--- src/rtl/fetch_unit.sv ---
// fetch_unit: PC sequencing, single-outstanding imem fetch, 2-entry instruction buffer
module fetch_unit #(
    parameter logic [31:0] RESET_PC = 32'h0000_0000
) (
    input  logic        clk,
    input  logic        rst,
    output logic        imem_req,
    output logic [31:0] imem_addr,
    input  logic        imem_gnt,
    input  logic        imem_rvalid,
    input  logic [31:0] imem_rdata,
    input  logic        redirect,
    input  logic [31:0] redirect_pc,
    output logic        inst_valid,
    input  logic        inst_ready,
    output logic [31:0] inst,
    output logic [31:0] inst_pc
);
    typedef enum logic {FETCH, WAIT} state_t;
    state_t      state, state_n;
    logic [31:0] pc, pc_n, req_pc;
    logic        drop, drop_n;
    logic [1:0]  count, count_n;
    logic [31:0] fifo_pc [2];
    logic [31:0] fifo_word [2];
    logic        rd_ptr, wr_ptr;
    logic        gnt, rsp, push, pop;

    assign imem_req   = state == FETCH && count != 2'd2 && !rst;
    assign imem_addr  = pc;
    assign gnt        = imem_req && imem_gnt;
    assign rsp        = state == WAIT && imem_rvalid;
    assign push       = rsp && !drop && !redirect;
    assign inst_valid = count != 2'd0 && !rst;
    assign pop        = inst_valid && inst_ready;
    assign inst       = fifo_word[rd_ptr];
    assign inst_pc    = fifo_pc[rd_ptr];

    // next state: a redirect keeps WAIT (and marks the response for dropping) while one is still owed
    always_comb begin
        state_n = state;
        drop_n  = drop;
        pc_n    = pc;
        count_n = count + {1'b0, push} - {1'b0, pop};
        if (redirect) begin
            pc_n    = redirect_pc & 32'hFFFF_FFFC;
            count_n = 2'd0;
            state_n = ((state == WAIT && !imem_rvalid) || gnt) ? WAIT : FETCH;
            drop_n  = state_n == WAIT;
        end else if (gnt) begin
            pc_n    = pc + 32'd4;
            state_n = WAIT;
        end else if (rsp) begin
            state_n = FETCH;
            drop_n  = 1'b0;
        end
    end

    // control registers
    always_ff @(posedge clk) begin
        if (rst) begin
            state  <= FETCH;
            pc     <= RESET_PC;
            drop   <= 1'b0;
            count  <= 2'd0;
            req_pc <= 32'd0;
        end else begin
            state  <= state_n;
            pc     <= pc_n;
            drop   <= drop_n;
            count  <= count_n;
            req_pc <= gnt ? pc : req_pc;
        end
    end

    // instruction buffer storage; a redirect empties it by realigning both pointers
    always_ff @(posedge clk) begin
        if (rst) begin
            fifo_pc[0]   <= 32'd0;
            fifo_pc[1]   <= 32'd0;
            fifo_word[0] <= 32'd0;
            fifo_word[1] <= 32'd0;
            rd_ptr       <= 1'b0;
            wr_ptr       <= 1'b0;
        end else if (redirect) begin
            rd_ptr <= 1'b0;
            wr_ptr <= 1'b0;
        end else begin
            if (push) begin
                fifo_pc[wr_ptr]   <= req_pc;
                fifo_word[wr_ptr] <= imem_rdata;
                wr_ptr            <= ~wr_ptr;
            end
            if (pop) rd_ptr <= ~rd_ptr;
        end
    end
endmodule

--- config.mk ---
export PLATFORM = sky130hd
export DESIGN_NAME = fetch_unit
export DESIGN_NICKNAME = d
export VERILOG_FILES = /design/src/rtl/fetch_unit.sv
export SDC_FILE = /design/constraint.sdc
export NUM_CORES = 1
export LEC_CHECK = 0
export CAP_MARGIN = 0
export CORE_UTILIZATION = 35
export DETAILED_ROUTE_END_ITERATION = 8
export GPL_TIMING_DRIVEN = 1
export PLACE_DENSITY = 0.69
export SYNTH_ARGS = -nofsm -noshare
export SYNTH_HDL_FRONTEND = slang
export SYNTH_SLANG_ARGS = --single-unit
--- constraint.sdc ---
create_clock -name clk -period 9.15 [get_ports clk]
set_input_delay 1.3725 -clock clk [delete_from_list [all_inputs] [get_ports clk]]
set_output_delay 1.3725 -clock clk [all_outputs]
set_load 0.03 [all_outputs]
* Yosys cells after proc, flatten, opt, wreduce, memory -nomap -nowiden
Memories as Yosys holds them, arrays and structs flattened. A register that Yosys moved wholly into a read port is not among the register bits.
Index checks and enable logic that the tools add are counted.
** Word-level totals
- Register bits after elaboration :: 70
- Latch bits :: 0
- Memory bits (writable) :: 128
- ROM bits :: 0
- Input port bits :: 70
- Output and inout bits :: 98
- Word-level logic and storage cells :: 64
- Memories :: 2
** Memories
- fifo_pc :: depth 2, bits a word 32, rd ports 1, clocked after memory_dff 1, wr ports 2, line 24 : logic [31:0] fifo_pc [2];
- fifo_word :: depth 2, bits a word 32, rd ports 1, clocked after memory_dff 1, wr ports 2, line 25 : logic [31:0] fifo_word [2];
** Operators by class
- Add/subtract/negate cells :: 3
- $mul :: 0
- Div/mod/pow operators :: 0
- $lt $le $gt $ge :: 0
- Equal/unequal tests :: 2
- Shift operators :: 0
- Multiplexer cells :: 24
- Bitwise operators :: 3
- Reduce and logical (&&, ||, !) cells :: 22
** Operators by type and width (count)
- 32-bit two-way mux :: 4
- 32-bit OR reduction :: 2
- 32-bit by 3-bit adder with 32-bit output, second input constant :: 1
- 1-bit two-way mux :: 20
- 1-bit logical AND :: 9
- 2-bit nonzero test :: 3
- 1-bit logical NOT :: 4
- 2-bit inequality test, second input constant :: 2
- 1-bit inverter :: 3
- 3-bit nonzero test :: 1
- 2-bit by 1-bit adder with 2-bit output :: 1
- 2-bit AND reduction :: 1
- 2-bit OR reduction :: 1
- 2-bit by 1-bit subtractor with 2-bit output :: 1
- 1-bit logical OR :: 1

* Depth between registers and ports, before layout
Gate-level depths: netlist of run 1.
- Depth in word-level cells :: 9
- Mapped depth :: 9
- Depth with buffers taken out :: 9

* Least setup slack after synthesis of run 1
Ideal clock, no wire load.
- Kind :: input to register
- From :: input port redirect
- To :: memory fifo_pc[0][10] (enable)
- Library setup time :: 0.421 ns
- Data arrival time :: 3.501 ns
- Data required time :: 8.729 ns
- Setup slack :: 5.228 ns
- Stages :: 5
- Path buffers :: 1
- Path through :: nor2_1 nand3_1 or2_2 clkbuf_1 nand2_1
** RTL lines
- start: declaration :: line 12 : input logic redirect,
- end: declaration :: line 24

* Worst setup path after layout of run 1
- From :: input port rst
- To :: output port imem_req
** On the way
- Cells in the longest elaborated chain, start to end :: 2
** Ends and longest elaborated chain
- start: declaration :: line 6 : input logic rst,
- 1-bit logical NOT :: line 29 : assign imem_req = state == FETCH && count != 2'd2 && !rst;
- 1-bit logical AND :: line 29
- end: declaration :: line 7 : output logic imem_req,
Every way passes these cells.

==> results of run 1 <==
[stage by stage]
stage	cells	util (%)	total power (W)	setup WS [ps]
finish	1185	46.2	0.00192	4670
global route	1185	46.2	0.00200	4600
CTS	1185	46.2	0.00194	4670
detailed placement	1153	43.7	0.00120	4380
global placement	1153	43.7	0.00120	4400
floorplan	715	-	0.00110	5230
[registers in the layout, summed over array words and instances, names as in the netlist, named ones only]
name,cells
wr_ptr,1
drop,1
fifo_word,64
count,2
state,1
fifo_pc,60
rd_ptr,1
imem_addr,30
req_pc,30
[placed cells by master (no fill, tap or decap), types with 9 or more instances in the layout]
cell type	synthesis	routed
edfxtp_1	124	124
a211oi_1	17	17
nand4_1	19	19
o21ai_0	37	37
clkbuf_16	0	17
nor2_1	48	47
xor2_1	21	21
and3_1	11	10
nand2_1	78	76
mux2_2	62	62
xnor2_1	9	9
nand3_1	10	10
and2_1	111	111
clkdlybuf4s50_1	0	161
dfxtp_1	67	66
a21oi_1	9	9
[cells by family after synthesis]
| group | Yosys count |
|---|---|
| buffers and inverters | 51 |
| adders and majority gates | 3 |
| AOI/OAI and AO/OA | 75 |
| and+or+nand+nor | 299 |
| other | 1 |
| muxes | 62 |
| DFF | 191 |
| xor gates and xnor gates | 30 |
[cells in the mapped netlist (2+ instances only)]
master	instances
edfxtp_1	124
a211oi_1	17
and3_1	11
o21ai_0	37
and4_1	3
a31oi_1	2
xor2_1	21
buf_2	3
buf_1	2
nor2_2	2
o22ai_1	5
nand4_1	19
nand4_2	2
dfxtp_1	67
clkbuf_1	36
nand2_1	78
ha_1	3
and3_2	2
nand3_1	10
o21a_1	2
nor4_4	2
nor2_1	48
buf_4	6
mux2_2	62
or3_1	2
inv_1	3
nor3_1	4
nand2b_1	2
a21oi_1	9
and2_1	111
xnor2_1	9
[worst min path at each step]
stage	to	slack, ps	depth (start not counted)
global placement	req_pc[13]$_SDFFE_PP0P_	450	2
floorplan	req_pc[10]$_SDFFE_PP0P_	440	2
detailed placement	req_pc[21]$_SDFFE_PP0P_	460	2
finish	req_pc[2]$_SDFFE_PP0P_	460	2
CTS	req_pc[21]$_SDFFE_PP0P_	470	2
global route	req_pc[2]$_SDFFE_PP0P_	500	2
[power groups by stage]
stage | combinational, W | clock, W | sequential [W]
after floorplan | 0.0000949 | 0 | 0.00101
after global placement | 0.000201 | 0 | 0.000999
after detailed placement | 0.000202 | 0 | 0.00100
after CTS | 0.000203 | 0.000759 | 0.000981
after global routing | 0.000215 | 0.000797 | 0.000985
final | 0.000200 | 0.000740 | 0.000980
[layer usage]
metal | up-vias | routed length (um) | share of wire [%]
met5 | - | 0 | 0
li1 | 2789 | - | -
met1 | 2597 | 8400 | 46
met4 | 0 | 242 | 1.3
met2 | 150 | 8390 | 46
met3 | 11 | 1100 | 6.0
[cell type report]
cell class	instances	area, sq um	share of cell area (%)
timing repair buffer	166	1650	15.3
clock buffer	18	429	3.97
inverter	4	15.0	0.139
tap	319	399	3.70
sequential	191	5070	46.9
multi-input combinational	473	3090	28.6
clock inverter	14	155	1.44
[worst max-delay path, cell delays in order]
cell             delay [ps]
clkdlybuf4s50_1         390
buf_4                   270
nor2_2                  240
and2_1                  170
clkdlybuf4s50_1         660
==> reports/qor.csv, run 1 <==
stage,metric,value,unit
status,outcome,finished clean,
floorplanning,initial core utilization,35.6,%
run,Max-Cap Viols,0,
critical_path,Worst EP required,7780,ps
power,pwr dens,178,nW/um^2
placed_design,DP Area,10200,sq um
clock_tree,setup repair bufs after CTS,0,
global_routing,GR Layer Usage met1,20.0,%
critical_path,Setup crit start,rst,
cells_and_area,layout cells sized above 1,13.2,%
sta,Setup TNS Final,0,ps
synth,post-synth top area cell,edfxtp_1,
synth,Synth Area in XOR/XNOR,3.15,%
detailed_routing,vias post-DR,5547,
cells_and_area,ant diodes,0,
critical_path,crit path to,imem_req,
synth,asr flop ratio synth,0,%
clock_tree,"Reg clk slew, reported paths",60,ps
floorplanning,Site Rows,56,
critical_path,Critical Path End Type,output port,
detailed_routing,# DRC,0,
critical_path,crit path max fanout,36,
sta,slew margin rel.,26.5,%
synth,Post-Synth Simple-Gate Area,19.3,%
sta,RSZ-0062 raised after global routing,false,
synth,Post-Synthesis Cells,712,
power,Comb power frac,10.4,%
sta,Final Hold Fails,0,
floorplanning,Ports,168,
synth,Synth Area in Compound Gates,5.30,%
power,P_sw,0.000469,W
floorplanning,DIE AREA,24400,sq um
sta,"Setup violations, final",0,
sta,clk_skew,13.6,ps
power,static leakage,3.87,nW
critical_path,Critical Path AT,3110,ps
synth,Mapped Avg Cell Area,11.7,sq um
synth,#FFs+latches synth,191,
synth,ys flop type,edfxtp_1,
floorplanning,Die X-Extent,156,um
global_routing,vias in the first global route,5365,
sta,f_max,0.223,GHz
hold_path,path type of the worst min-delay path,flop to flop,
global_routing,initial antenna violation count,0,
detailed_routing,Initial DRC Count,332,
clock_tree,clock root buffer,clkbuf_16,
synth,Netlist Area Pre-Place,8330,sq um
detailed_routing,Vias/cell,4.68,
global_routing,met3 Use GR,4.24,%
global_routing,global-route wire length before repair,28500,um
clock_tree,clk sinks,191,
global_routing,gr ovfl total,0,
global_routing,routing usage on met2,24.4,%
clock_tree,CTS resizes,0,
floorplanning,die height,156,um
sta,Worst Tran Pin Value,1100,ps
critical_path,FF-to-FF setup slack,6370,ps
synth,top post-synthesis cells by area,"edfxtp_1, dfxtp_1, mux2_2, and2_1, nand2_1",
cells_and_area,NumNets Final,926,
critical_path,worst r2r src,drop$_SDFFE_PP0P_,
power,Switching Share,24.4,%
hold_path,worst hold path startpoint,req_pc[2]$_SDFFE_PP0P_,
clock_tree,Worst-Skew Late Latency,430,ps
clock_tree,CTS tree,done,
placed_design,GP Congestion,0.795,
synth,mux contribution to synthesized area,8.38,%
critical_path,Startpoint Class,input pin,
cells_and_area,synthesis-to-layout area growth,29.6,%
critical_path,RR Endpoint,fifo_word[1][18]$_SDFFCE_PN0P_,
detailed_routing,Routed Antenna Nets,0,
global_routing,GRT Total Usage,15.3,%
critical_path,critical path class,input pin to output port,
power,clock power share,38.5,%
clock_tree,hold_buf cts,0,
clock_tree,H-tree depth,4,
synth,Synth top area share,44.7,%
global_routing,largest net degree at the start of global routing,80,
synth,Cell variety after synth,39,
cells_and_area,final instance area,10800,sq um
synth,sequential-to-total area share from yosys stat,60.8,%
global_routing,GR peak layer,met2,
detailed_routing,TritonRoute pass-1 iters,5,
floorplanning,CORE AREA,23400,sq um
synth,yosys warns,0,
sta,Final Cycle Share,49.0,%
sta,Final Max Slew Viols,0,
power,Pint,0.00145,W
power,Reg power frac,51.0,%
clock_tree,CTS buffer count,17,
placed_design,PortBufs,161,
placed_design,hpwl dp,11600,um
synth,largest family of logic cells by synthesized area,simple AND/OR/NAND/NOR gates,
detailed_routing,drt wl/cell,15.3,um
synth,Post-synth EDFFs,124,
sta,WHS,459,ps
power,VDD IR-drop max,0.0953,mV
synth,Adder-Cell Fraction of Synth Area,0.450,%
detailed_routing,final WL,18100,um
critical_path,reg2reg path depth,4,
sta,minimum clock period,4480,ps
cells_and_area,filler cell count,2190,
clock_tree,CTS Buffer Depth,2,
No activity file was read; power rests on OpenSTA's default activity.
==> inputs of run 2 (changes only) <==
Clock period 9.15 ns to 4.4 ns, I/O delays scaled along.
==> reports/qor.csv, run 2 (synthesis results as in run 1) <==
stage,metric,value,unit,change
status,outcome,finished clean,,unchanged
placed_design,DP Area,10300,sq um,was 10200 sq um
placed_design,PortBufs,161,,unchanged
placed_design,GP Congestion,0.773,,was 0.795
clock_tree,hold_buf cts,0,,unchanged
global_routing,largest net degree at the start of global routing,63,,was 80
floorplanning,Ports,168,,unchanged
run,Max-Cap Viols,0,,unchanged
sta,RSZ-0062 raised after global routing,false,,unchanged
critical_path,Startpoint Class,flop,,was input pin
detailed_routing,Initial DRC Count,254,,was 332
sta,f_max,0.317,GHz,
power,total power,0.00397,W,was 0.00192 W
placed_design,hpwl dp,11900,um,was 11600 um
global_routing,global-route wire length before repair,28500,um,about the same
floorplanning,CORE AREA,23400,sq um,unchanged
global_routing,initial antenna violation count,0,,unchanged
cells_and_area,ant diodes,0,,unchanged
sta,Final Max Slew Viols,0,,unchanged
clock_tree,CTS resizes,0,,unchanged
cells_and_area,layout cells sized above 1,14.0,%,was 13.2%
clock_tree,Worst-Skew Late Latency,430,ps,about the same
clock_tree,clk sinks,191,,unchanged
floorplanning,initial core utilization,35.6,%,unchanged
clock_tree,CTS tree,done,,unchanged
detailed_routing,Vias/cell,4.68,,about the same
global_routing,vias in the first global route,5340,,was 5365
cells_and_area,"leading cell type in the layout, fill and taps excluded",clkdlybuf4s50_1,,unchanged
floorplanning,Site Rows,56,,unchanged
clock_tree,setup repair bufs after CTS,0,,unchanged
sta,clk_skew,12.7,ps,was 13.6 ps
cells_and_area,synthesis-to-layout area growth,30.4,%,was 29.6%
critical_path,Worst EP required,3740,ps,was 7780 ps
sta,Final Cycle Share,71.8,%,
power,VDD IR-drop max,0.226,mV,was 0.0953 mV
clock_tree,CTS buffer count,17,,unchanged
floorplanning,DIE AREA,24400,sq um,unchanged
sta,Worst Tran Pin Value,896,ps,was 1100 ps
clock_tree,"Reg clk slew, reported paths",70,ps,was 60 ps
detailed_routing,# DRC,0,,unchanged
cells_and_area,Reg with most FFs,fifo_word,,unchanged
floorplanning,die height,156,um,unchanged
detailed_routing,Routed Antenna Nets,0,,unchanged
critical_path,Critical Path AT,2500,ps,was 3110 ps
critical_path,critical path class,flop to output port,,was input pin to output port
cells_and_area,number of flip-flops in the largest register,64,,unchanged
cells_and_area,"commonest non-fill, non-tap cells in the layout","clkdlybuf4s50_1, edfxtp_1, and2_1",,unchanged
detailed_routing,vias post-DR,5568,,was 5547
power,static leakage,3.91,nW,was 3.87 nW
sta,"Setup violations, final",0,,unchanged
clock_tree,clock root buffer,clkbuf_16,,unchanged
global_routing,GRT Total Usage,15.3,%,about the same
detailed_routing,TritonRoute pass-1 iters,5,,unchanged
critical_path,Critical Path End Type,output port,,unchanged
sta,slew margin rel.,40.3,%,was 26.5%
clock_tree,H-tree depth,4,,unchanged
global_routing,gr ovfl total,0,,unchanged
cells_and_area,final instance area,10900,sq um,was 10800 sq um
floorplanning,Die X-Extent,156,um,unchanged
detailed_routing,final WL,18300,um,was 18100 um
clock_tree,CTS Buffer Depth,2,,unchanged
critical_path,crit path max fanout,24,,was 36
sta,Final Hold Fails,0,,unchanged
hold_path,path type of the worst min-delay path,flop to flop,,unchanged
power,pwr dens,365,nW/um^2,was 178 nW/um^2
sta,minimum clock period,3160,ps,
detailed_routing,drt wl/cell,15.4,um,was 15.3 um
sta,Setup TNS Final,0,ps,unchanged
cells_and_area,biggest regs,"fifo_word x64, fifo_pc x60",,unchanged
cells_and_area,NumNets Final,932,,was 926
==> run 2: cell count changes in the layout (fill, tap and decap cells not counted), sizes merged <==
cell and delta:
inv -1, clkinv +1, clkinvlp -1, buf +6
clkbuf +3, bufinv -2
==> run 2: worst paths after layout <==
| check | from | endpoint | slack, ps | depth (start not counted) |
|---|---|---|---|---|
| hold / removal | req_pc[3]$_SDFFE_PP0P_ | req_pc[3]$_SDFFE_PP0P_ | 460 | 2 |
| hold reg to reg | req_pc[3]$_SDFFE_PP0P_ | req_pc[3]$_SDFFE_PP0P_ | 460 | 2 |
| setup / recovery | flop | inst_pc[19] | 1240 | 3 |
| setup reg to reg | state$_SDFFE_PP0P_ | imem_addr[28]$_SDFFE_PP0P_ | 2100 | 6 |
==> run 2: final cells by class <==
| type | count | area, sq um |
|---|---|---|
| Fill cell | 2208 | 12500 |
| Sequential cell | 191 | 5070 |
| Multi-Input combinational cell | 473 | 3090 |
| Timing Repair Buffer | 172 | 1710 |
| Clock buffer | 21 | 494 |
| Tap cell | 319 | 399 |
| Clock inverter | 11 | 96.3 |
| Inverter | 4 | 15.0 |
==> run 2: worst max-delay path: stages (launching register included) <==
cell and delay (ps):
dfxtp_2 640, buf_4 410, mux2_2 380, clkdlybuf4s50_1 620
==> run 2: where the power goes <==
group	internal, W	switching [W]	total, W
sequential	0.00199	0.0000548	0.00204
combinational	0.000187	0.000234	0.000421
clock	0.000825	0.000683	0.00151
==> run 2: stage by stage <==
stage	setup slack (ps)	util (%)	instances	hold slack, ps
floorplan	1190	-	715	440
CTS	1170	46.4	1191	469
detailed placement	1180	43.9	1159	460
finish	1240	46.4	1191	463
global placement	1220	43.9	1159	453
global route	1090	46.4	1191	487
==> run 2: layer usage <==
layer / up-vias / GRT usage [%] / share of wire (%)
li1: 2799 / - / -
met1: 2605 / 20.4 / 48
met2: 149 / 24.3 / 46
met3: 15 / 3.18 / 4.7
met4: 0 / 5.98 / 1.6
met5: - / 0 / 0
==> inputs of run 3 (changes only) <==
Clock period 4.4 ns to 3 ns, I/O delays scaled along.
==> reports/qor.csv, run 3 (synthesis results as in run 1) <==
stage,metric,value,unit,change
detailed_routing,drt wl/cell,15.5,um,was 15.4 um
placed_design,Cells after DPL,1167,,was 1159
global_routing,global-route wire length before repair,29000,um,was 28500 um
global_routing,GRT Total Usage,15.7,%,was 15.3%
clock_tree,clk sinks,191,,unchanged
hold_path,path type of the worst min-delay path,flop to flop,,unchanged
sta,minimum clock period,2560,ps,
cells_and_area,layout cells sized above 1,14.4,%,was 14.0%
sta,Final Cycle Share,85.4,%,
cells_and_area,"leading cell type in the layout, fill and taps excluded",clkdlybuf4s50_1,,unchanged
cells_and_area,"commonest non-fill, non-tap cells in the layout","clkdlybuf4s50_1, edfxtp_1, and2_1",,unchanged
sta,f_max,0.390,GHz,
floorplanning,DIE AREA,24400,sq um,unchanged
detailed_routing,Initial DRC Count,376,,was 254
detailed_routing,Vias/cell,4.69,,was 4.68
global_routing,largest net degree at the start of global routing,63,,unchanged
critical_path,Critical Path End Type,output port,,unchanged
floorplanning,die height,156,um,unchanged
clock_tree,CTS buffer count,17,,unchanged
clock_tree,Worst-Skew Late Latency,420,ps,was 430 ps
sta,"Setup violations, final",0,,unchanged
clock_tree,setup repair bufs after CTS,0,,unchanged
floorplanning,CORE AREA,23400,sq um,unchanged
run,Max-Cap Viols,0,,unchanged
cells_and_area,Reg with most FFs,fifo_word,,unchanged
critical_path,critical path class,flop to output port,,unchanged
detailed_routing,Routed Antenna Nets,0,,unchanged
power,VDD IR-drop max,0.252,mV,was 0.226 mV
floorplanning,Ports,168,,unchanged
floorplanning,Die X-Extent,156,um,unchanged
sta,Final WS setup,437,ps,was 1240 ps
critical_path,Worst EP required,2550,ps,was 3740 ps
critical_path,Critical Path AT,2110,ps,was 2500 ps
sta,clk_skew,9.23,ps,was 12.7 ps
placed_design,hpwl dp,12400,um,was 11900 um
sta,Final Hold Fails,0,,unchanged
detailed_routing,final WL,18600,um,was 18300 um
cells_and_area,ant diodes,0,,unchanged
sta,Setup TNS Final,0,ps,unchanged
power,pwr dens,527,nW/um^2,was 365 nW/um^2
cells_and_area,biggest regs,"fifo_word x64, fifo_pc x60",,unchanged
floorplanning,Site Rows,56,,unchanged
status,outcome,finished clean,,unchanged
detailed_routing,# DRC,0,,unchanged
sta,Worst Tran Pin Value,556,ps,was 896 ps
global_routing,initial antenna violation count,0,,unchanged
power,static leakage,3.96,nW,was 3.91 nW
detailed_routing,vias post-DR,5628,,was 5568
cells_and_area,synthesis-to-layout area growth,31.0,%,was 30.4%
clock_tree,hold_buf cts,0,,unchanged
sta,Final Max Slew Viols,0,,unchanged
sta,slew margin rel.,62.8,%,was 40.3%
clock_tree,CTS tree,done,,unchanged
clock_tree,clock root buffer,clkbuf_16,,unchanged
sta,RSZ-0062 raised after global routing,false,,unchanged
critical_path,crit path max fanout,62,,was 24
cells_and_area,Non-Filler Instances,1199,,was 1191
critical_path,Startpoint Class,flop,,unchanged
detailed_routing,TritonRoute pass-1 iters,4,,was 5
floorplanning,initial core utilization,35.6,%,unchanged
global_routing,vias in the first global route,5373,,was 5340
clock_tree,"Reg clk slew, reported paths",60,ps,was 70 ps
global_routing,gr ovfl total,0,,unchanged
placed_design,GP Congestion,0.787,,was 0.773
placed_design,dpl ws,442,ps,was 1180 ps
cells_and_area,NumNets Final,940,,was 932
placed_design,PortBufs,161,,unchanged
clock_tree,CTS resizes,0,,unchanged
clock_tree,CTS Buffer Depth,2,,unchanged
cells_and_area,number of flip-flops in the largest register,64,,unchanged
clock_tree,H-tree depth,4,,unchanged
## run 3: cell types whose count changed in the layout (fill, tap and decap cells not counted), sizes merged
cell / previous run / this run
buf: 11 / 21
clkinv: 6 / 1
clkbuf: 21 / 24
inv: 8 / 11
clkdlybuf4s50: 161 / 159
clkinvlp: 1 / 0
## run 3: final cells by class
cell class,count,area [sq um]
Clock buffer,24,504
Tap cell,319,399
Fill cell,2149,12500
Sequential cell,191,5070
Clock inverter,8,51.3
Inverter,4,15.0
Multi-Input combinational cell,473,3090
Timing Repair Buffer,180,1800
## run 3: critical path, stage by stage (launching register included)
cell and delay, ps:
dfxtp_2 340, buf_12 310, mux2_2 400, clkdlybuf4s50_1 590
## run 3: path summary, 6_finish.rpt
check,from,to,slack (ps),depth (start not counted)
max,flop,inst[9],440,3
min reg2reg,req_pc[14]$_SDFFE_PP0P_,req_pc[14]$_SDFFE_PP0P_,460,2
max reg2reg,imem_addr[2]$_SDFFE_PP0P_,imem_addr[28]$_SDFFE_PP0P_,820,6
min,req_pc[14]$_SDFFE_PP0P_,req_pc[14]$_SDFFE_PP0P_,460,2
## run 3: per-stage QoR
step / instance area [sq um] / hold WS [ps] / utilization [%] / total power (W)
6_report: 10900 / 462 / 46.7 / 0.00576
5_1_grt: 10900 / 487 / 46.7 / 0.00600
4_1_cts: 10900 / 469 / 46.7 / 0.00583
3_5_place_dp: 10400 / 461 / 44.3 / 0.00369
3_3_place_gp: 10400 / 451 / 44.3 / 0.00368
2_1_floorplan: 8350 / 440 / - / 0.00337
## run 3: where the power goes
group          switching, W  internal (W)
Combinational      0.000346      0.000286
Sequential        0.0000821       0.00291
Clock              0.000948       0.00119
## run 3: routing by layer
layer	up-vias	global-route usage [%]	part of all wire (%)
li1	2813	-	-
met1	2656	20.8	48
met2	143	25.1	46
met3	16	3.32	4.4
met4	0	5.88	1.5
met5	-	0	0
